==> src/rtl/guess_evaluate_sequencer_pkg.sv <==
// -----------------------------------------------------------------------------
// guess_evaluate_sequencer_pkg
//   Constants and types shared by the guess evaluation sequencer and its users.
//   - PIN_COLOR_W / PIN_POS_W : colour code width and pin index/count width
//   - max_pins_count          : pins per guess row
//   - max_guesses             : guess rows on the board
//   - ram_hints_offset        : first board RAM word holding packed hints; the
//                               pin area (max_pins_count * max_guesses words)
//                               ends just below it
//   - seq_state_e             : evaluation sequencer states
// -----------------------------------------------------------------------------
package guess_evaluate_sequencer_pkg;

    localparam int PIN_COLOR_W      = 5;
    localparam int PIN_POS_W        = 5;
    localparam int max_pins_count   = 20;
    localparam int max_guesses      = 99;
    localparam int ram_hints_offset = max_pins_count * max_guesses;

    typedef enum logic [2:0] {
        ST_IDLE   = 3'd0,
        ST_GREEN  = 3'd1,
        ST_YELLOW = 3'd2,
        ST_HINTS  = 3'd3,
        ST_DONE   = 3'd4
    } seq_state_e;

endpackage : guess_evaluate_sequencer_pkg

==> src/rtl/guess_evaluate_sequencer.sv <==
// -----------------------------------------------------------------------------
// guess_evaluate_sequencer
//   Scores one entered guess against the secret (greens first, then yellows,
//   one comparison per clock) and commits the guess pins plus the packed
//   {green, yellow} hint word to the board RAM write port.
//
// Ports
//   clk          system clock
//   nreset       synchronous active-low reset
//   start        one-cycle request to evaluate and commit a guess
//   pins_count   active pins n (clamped to MAX_PINS)
//   guess_index  board row of this guess
//   guess        guess pins, pin i at [i*PIN_COLOR_W +: PIN_COLOR_W]
//   secret       secret pins, same packing
//   ram_we       board RAM write strobe
//   ram_addr     board RAM write address
//   ram_wdata    board RAM write data
//   busy         evaluation in progress
//   done         one-cycle pulse, score valid
//   err          one-cycle pulse, request rejected (row out of range)
//   green        exact matches, held until the next accepted start
//   yellow       colour-only matches, held until the next accepted start
//   win          green == n and n != 0, held with green
// -----------------------------------------------------------------------------
module guess_evaluate_sequencer #(
    parameter int PIN_COLOR_W  = guess_evaluate_sequencer_pkg::PIN_COLOR_W,
    parameter int PIN_POS_W    = guess_evaluate_sequencer_pkg::PIN_POS_W,
    parameter int MAX_PINS     = guess_evaluate_sequencer_pkg::max_pins_count,
    parameter int MAX_GUESSES  = guess_evaluate_sequencer_pkg::max_guesses,
    parameter int ADDR_W       = 12,
    parameter int HINTS_OFFSET = guess_evaluate_sequencer_pkg::ram_hints_offset
) (
    input  logic                            clk,
    input  logic                            nreset,
    input  logic                            start,
    input  logic [PIN_POS_W-1:0]            pins_count,
    input  logic [7:0]                      guess_index,
    input  logic [MAX_PINS*PIN_COLOR_W-1:0] guess,
    input  logic [MAX_PINS*PIN_COLOR_W-1:0] secret,
    output logic                            ram_we,
    output logic [ADDR_W-1:0]               ram_addr,
    output logic [2*PIN_POS_W-1:0]          ram_wdata,
    output logic                            busy,
    output logic                            done,
    output logic                            err,
    output logic [PIN_POS_W-1:0]            green,
    output logic [PIN_POS_W-1:0]            yellow,
    output logic                            win
);

    // Only the state type and its literals come from the package; the width
    // constants are re-bound as parameters above.
    import guess_evaluate_sequencer_pkg::seq_state_e;
    import guess_evaluate_sequencer_pkg::ST_IDLE;
    import guess_evaluate_sequencer_pkg::ST_GREEN;
    import guess_evaluate_sequencer_pkg::ST_YELLOW;
    import guess_evaluate_sequencer_pkg::ST_HINTS;
    import guess_evaluate_sequencer_pkg::ST_DONE;

    localparam int DATA_W = 2 * PIN_POS_W;

    // ------------------------------------------------------------------
    // State
    // ------------------------------------------------------------------
    seq_state_e                  state_q;
    logic [PIN_POS_W-1:0]        n_q;          // clamped active pin count
    logic [7:0]                  idx_q;        // latched board row
    logic [PIN_COLOR_W-1:0]      guess_q  [MAX_PINS];
    logic [PIN_COLOR_W-1:0]      secret_q [MAX_PINS];
    logic [MAX_PINS-1:0]         mg_q;         // guess pin already scored
    logic [MAX_PINS-1:0]         ms_q;         // secret pin already consumed
    logic [PIN_POS_W-1:0]        i_q;          // guess pin under test
    logic [PIN_POS_W-1:0]        j_q;          // secret pin under test (yellow)
    logic [PIN_POS_W-1:0]        green_q;
    logic [PIN_POS_W-1:0]        yellow_q;
    logic                        win_q;
    logic                        busy_q;
    logic                        done_q;
    logic                        err_q;
    logic                        ram_we_q;
    logic [ADDR_W-1:0]           ram_addr_q;
    logic [DATA_W-1:0]           ram_wdata_q;

    // ------------------------------------------------------------------
    // Next-state helpers shared by the scoring loop and the write mux
    // ------------------------------------------------------------------
    logic [PIN_POS_W-1:0]   n_clamped_d;
    logic [PIN_POS_W-1:0]   n_last_d;
    logic [PIN_POS_W-1:0]   i_next_d;
    logic [PIN_COLOR_W-1:0] guess_pin_i;
    logic [PIN_COLOR_W-1:0] secret_pin_i;
    logic [PIN_COLOR_W-1:0] secret_pin_j;
    logic                   row_invalid_d;
    logic                   yellow_hit_d;
    logic                   advance_i_d;
    logic [ADDR_W-1:0]      pin_addr_d;
    logic [ADDR_W-1:0]      hint_addr_d;

    assign n_clamped_d   = (pins_count > PIN_POS_W'(MAX_PINS)) ? PIN_POS_W'(MAX_PINS)
                                                               : pins_count;
    assign row_invalid_d = int'(guess_index) >= MAX_GUESSES;

    assign n_last_d     = n_q - 1'b1;
    assign i_next_d     = i_q + 1'b1;
    assign guess_pin_i  = guess_q[i_q];
    assign secret_pin_i = secret_q[i_q];
    assign secret_pin_j = secret_q[j_q];

    // A yellow needs an unconsumed secret pin of the same colour; the guess
    // side is qualified separately because an already-green guess pin skips
    // the search entirely.
    assign yellow_hit_d = !ms_q[j_q] && (guess_pin_i == secret_pin_j);

    // The yellow search for guess pin i ends when it was already green, when
    // it found a partner, or when the last secret pin has been tried.
    assign advance_i_d  = mg_q[i_q] || yellow_hit_d || (j_q == n_last_d);

    // Widened before multiplying so the row product cannot wrap.
    assign pin_addr_d   = ADDR_W'(idx_q) * ADDR_W'(MAX_PINS) + ADDR_W'(i_q);
    assign hint_addr_d  = ADDR_W'(HINTS_OFFSET) + ADDR_W'(idx_q);

    // ------------------------------------------------------------------
    // Sequencer
    // ------------------------------------------------------------------
    always_ff @(posedge clk) begin
        if (!nreset) begin
            // NOTE: the pin stores and RAM address/data registers are reset
            // as well, so ram_addr/ram_wdata never carry X even while idle.
            state_q     <= ST_IDLE;
            n_q         <= '0;
            idx_q       <= '0;
            for (int k = 0; k < MAX_PINS; k++) begin
                guess_q[k]  <= '0;
                secret_q[k] <= '0;
            end
            mg_q        <= '0;
            ms_q        <= '0;
            i_q         <= '0;
            j_q         <= '0;
            green_q     <= '0;
            yellow_q    <= '0;
            win_q       <= 1'b0;
            busy_q      <= 1'b0;
            done_q      <= 1'b0;
            err_q       <= 1'b0;
            ram_we_q    <= 1'b0;
            ram_addr_q  <= '0;
            ram_wdata_q <= '0;
        end else begin
            // NOTE: every register here uses <= so all decisions in one
            // cycle see the same pre-edge values (e.g. mg_q/ms_q while
            // green_q is being incremented).
            done_q   <= 1'b0;
            err_q    <= 1'b0;
            ram_we_q <= 1'b0;

            case (state_q)
                ST_IDLE: begin
                    if (start) begin
                        if (row_invalid_d) begin
                            err_q <= 1'b1;
                        end else begin
                            n_q   <= n_clamped_d;
                            idx_q <= guess_index;
                            for (int k = 0; k < MAX_PINS; k++) begin
                                guess_q[k]  <= guess[k*PIN_COLOR_W +: PIN_COLOR_W];
                                secret_q[k] <= secret[k*PIN_COLOR_W +: PIN_COLOR_W];
                            end
                            mg_q     <= '0;
                            ms_q     <= '0;
                            i_q      <= '0;
                            j_q      <= '0;
                            green_q  <= '0;
                            yellow_q <= '0;
                            win_q    <= 1'b0;
                            busy_q   <= 1'b1;
                            // An empty guess has nothing to score; only the
                            // zero hint word gets written.
                            state_q  <= (n_clamped_d == '0) ? ST_HINTS : ST_GREEN;
                        end
                    end
                end

                ST_GREEN: begin
                    ram_we_q    <= 1'b1;
                    ram_addr_q  <= pin_addr_d;
                    ram_wdata_q <= DATA_W'(guess_pin_i);
                    if (guess_pin_i == secret_pin_i) begin
                        mg_q[i_q] <= 1'b1;
                        ms_q[i_q] <= 1'b1;
                        green_q   <= green_q + 1'b1;
                    end
                    if (i_q == n_last_d) begin
                        i_q     <= '0;
                        j_q     <= '0;
                        state_q <= ST_YELLOW;
                    end else begin
                        i_q <= i_next_d;
                    end
                end

                ST_YELLOW: begin
                    if (!mg_q[i_q] && yellow_hit_d) begin
                        mg_q[i_q] <= 1'b1;
                        ms_q[j_q] <= 1'b1;
                        yellow_q  <= yellow_q + 1'b1;
                    end
                    if (advance_i_d) begin
                        i_q <= i_next_d;
                        j_q <= '0;
                        if (i_next_d == n_q) begin
                            state_q <= ST_HINTS;
                        end
                    end else begin
                        j_q <= j_q + 1'b1;
                    end
                end

                ST_HINTS: begin
                    ram_we_q    <= 1'b1;
                    ram_addr_q  <= hint_addr_d;
                    ram_wdata_q <= {green_q, yellow_q};
                    state_q     <= ST_DONE;
                end

                ST_DONE: begin
                    done_q  <= 1'b1;
                    busy_q  <= 1'b0;
                    win_q   <= (green_q == n_q) && (n_q != '0);
                    state_q <= ST_IDLE;
                end

                default: begin
                    state_q <= ST_IDLE;
                end
            endcase
        end
    end

    // ------------------------------------------------------------------
    // Outputs are driven straight from registers
    // ------------------------------------------------------------------
    assign ram_we    = ram_we_q;
    assign ram_addr  = ram_addr_q;
    assign ram_wdata = ram_wdata_q;
    assign busy      = busy_q;
    assign done      = done_q;
    assign err       = err_q;
    assign green     = green_q;
    assign yellow    = yellow_q;
    assign win       = win_q;

endmodule : guess_evaluate_sequencer

==> config.mk <==
export PLATFORM = sky130hd
export DESIGN_NAME = guess_evaluate_sequencer
export DESIGN_NICKNAME = d
export VERILOG_FILES = /design/src/rtl/guess_evaluate_sequencer_pkg.sv /design/src/rtl/guess_evaluate_sequencer.sv
export SDC_FILE = /design/constraint.sdc
export NUM_CORES = 1
export LEC_CHECK = 0
export BUFFER_PORTS_ARGS = -buffer_cell sky130_fd_sc_hd__buf_2
export CAP_MARGIN = 20
export CORE_MARGIN = 10
export CORE_UTILIZATION = 55
export CTS_CLUSTER_DIAMETER = 120
export DETAILED_ROUTE_END_ITERATION = 7
export PLACE_DENSITY = 0.85
export SLEW_MARGIN = 10
export SYNTH_ARGS = -nofsm -noshare
export SYNTH_HDL_FRONTEND = slang
export SYNTH_SLANG_ARGS = --single-unit
export TNS_END_PERCENT = 100
==> constraint.sdc <==
create_clock -name clk -period 12.3 [get_ports clk]
set_input_delay 0.615 -clock clk [delete_from_list [all_inputs] [get_ports clk]]
set_output_delay 0.615 -clock clk [all_outputs]
set_load 0.005 [all_outputs]
==> results.yml <==
clocking:
  h-tree-depth: 2
  cts_buffer_depth: 3
  cts_tree: "yes"
  holdBufCountCts: 0
  post_cts_buffers: 0
  cts.clk_slew.worst_paths_ns: 0.06
  ctsResizeCount: 0
  cts-buffers-inserted: 34
  clk_latency_ns: 0.52
  clkSinkCount: 313
  ctsRootBufferMaster: "clkbuf_16"
drt:
  drt-total-wl_um: 45300
  wl_per_cell_um: 22.4
  drt_first_pass_iters: 6
  num_vias: 12700
  drtAntennaViolNets: 0
  first_iter_violations: 1374
  drc: 0
  via_per_inst: 6.28
timing:
  fin_crit_ns: 4.11
  tns_ns: 0
  report.final.slew_viol_count: 0
  slew_headroom: 0.248
  tightestPinTransition_ns: 1.13
  max_freq_mhz: 243
  hold_viol: 0
  finalCritPeriodShare: 0.334
  finalSetupViolations: 0
  rsz0062_at_grt: "no"
  worst_clock_skew_ns: 0.0259
floorplanning:
  io_pins: 253
  die_area_um2: 36800
  core-area_um2: 28900
  fp.dieW_um: 192
  rows: 62
  start_util: 0.562
  die-height_um: 192
yosys:
  synth_area_um2: 16200
  synth_warnings: 0
  synth_xor_area_frac: 0.0259
  yosysMostFrequentCell: "edfxtp_1"
  synthCells: 1430
  synth-main-ff-cell: "edfxtp_1"
  synth_simple_gate_area_frac: 0.175
  synth_top_cells_by_area: "edfxtp_1 (37%), dfxtp_1 (14%), mux4_2 (8.2%), and3_1 (7.2%), mux2i_1 (4.6%)"
  synthTopCellsByCount: "edfxtp_1 (200), and3_1 (186), nand2_1 (128), dfxtp_1 (113), clkbuf_1 (85)"
  synth_top_family_by_area: "simple AND/OR/NAND/NOR gates"
  yosysSeqAreaShare: 0.509
  synth_edf_count: 200
  syn-num-nets: 1676
  synth.area.mux_share: 0.135
  synthArstFlopShare: 0
  synth_compound_area_frac: 0.0911
  synthDominantCellAreaShare: 0.370
  synth_cell_types: 75
  yosys.area.top_type: "edfxtp_1"
  synth-adder-area-share: 0.0240
  synth_seq_cells: 313
  syn_area_per_cell_um2: 11.4
cells_and_area:
  nNetsFinal: 1857
  layout-drive-gt1-share: 0.243
  stdcell_area_um2: 18700
  syn_to_final_growth_pct: 14.9
  fin_util: 0.645
grt:
  grt_max_degree: 180
  track_usage: 0.237
  grt_pass1_wl_um: 69000
  grt_overflow: 0
  grt_pass1_vias: 12800
  antenna_found_initial: 3
flow_run:
  drv_cap: 0
status:
  status: "complete, no violations"
critical_path:
  end_kind: "flop"
  crit_required_ns: 12.71
  crit_type: "reg2reg"
  arrival_ns: 4.52
  startpoint_type: "flop"
  path_max_fanout: 40
worst_hold_path:
  hold_path_class: "in2reg"
  min_from: "guess_index[6]"
placement:
  routabilityCongestion: 0.909
  port_buffers: 252
  post_dp_cell_area_um2: 17500
  dp_hpwl_um: 31800
power_and_ir_drop:
  p_per_area_nw_per_um2: 150
  leakagePower_nw: 7.63
  irDropWorstVdd_uv: 128
power by group:
group,total (mW),switching (mW),internal (mW)
Combinational,0.518,0.315,0.204
Sequential,1.29,0.0700,1.22
Clock,0.999,0.416,0.583
Total,2.81,0.800,2.01
stage by stage:
step	cells	hold slack, ns	setup slack [ns]	total power, mW
finish	2023	0.358	8.19	2.81
global placement	1958	0.428	8.07	1.80
floorplan	1430	0.420	4.02	1.66
detailed placement	1958	0.443	7.97	1.82
CTS	2020	0.345	8.22	2.80
global route	2023	0.371	7.94	2.90
logic make-up (layout without fill, tap and decap cells):
logic type	count (synthesis)	after routing
AND/OR/NAND/NOR	528	528
flip-flops	313	313
AO/OA/AOI/OAI	223	223
multiplexers	144	144
buffers and inverters	144	351
XOR/XNOR	48	48
adder cells (fa/ha/maj)	30	30
other	0	2
layout by cell type (no fill, tap or decap), drive strengths merged, types with 5 or more instances in the layout:
master  synthesis  routed
mux2i          74      74
xor2           23      23
o211ai          7       7
o22ai          16      16
edfxtp        200     200
o21ai          51      51
clkbuf         85      49
o31ai          16      16
nand3          50      50
nand4          11      11
a21oi          60      60
nand2b          7       7
mux2           11      11
a22oi          18      18
a221o           7       7
o41ai           5       5
nor3           18      18
nand2         128     128
ha             28      28
and2           35      35
mux4           59      59
dfxtp         113     113
or4             7       7
clkinv          1      12
buf            34     264
nor3b           6       6
nor2b          10      10
and3          186     186
a211oi          9       9
nand3b          5       5
xnor2          25      25
inv            24      24
nor2           46      46
final cells by class:
class                   count  area, µm²
diodes                      2       5.00
clock buffers              49        988
clock inverters            13        111
fillers                  2119      10300
inverters                  25        101
multi-input cells         973       7340
flip-flops and latches    313       8270
well taps                 384        480
repair buffers            264       1370
final timing paths:
check	end	slack, ns	cells after the start
worst max-delay path	mg_q[15]$_SDFFE_PN0P_	8.19	11
worst min-delay path	idx_q[6]$_SDFFE_PN0P_	0.36	3
worst max register to register	mg_q[15]$_SDFFE_PN0P_	8.19	11
worst min register to register	ms_q[0]$_SDFFE_PN0P_	0.45	2
critical path, stage by stage, from the launching register on:
cell and delay [ns]:
dfxtp_2 0.75, buf_4 0.49, nand4bb_1 0.27, o22ai_1 0.11, or4_1 0.52, o22a_1 0.25, xnor2_1 0.18, or2_1 0.27
o31a_1 0.25, a211o_1 0.29, buf_4 0.28, o41ai_2 0.30
routing by layer:
metal  routed length [µm]  track usage
met5                   12            0
met4                 2120        0.117
met3                 3710       0.0448
met2                22200        0.400
met1                17200        0.285
sequential cells by signal (all words and copies together) (netlist names), 3 cells and up, named ones only:
| name | flops |
|---|---|
| state_q | 3 |
| n_q | 5 |
| ram_wdata | 10 |
| green | 5 |
| idx_q | 8 |
| guess_q | 100 |
| ms_q | 20 |
| i_q | 5 |
| yellow | 5 |
| mg_q | 20 |
| j_q | 5 |
| secret_q | 100 |
| ram_addr | 12 |
(Power assumes the default switching activity.)
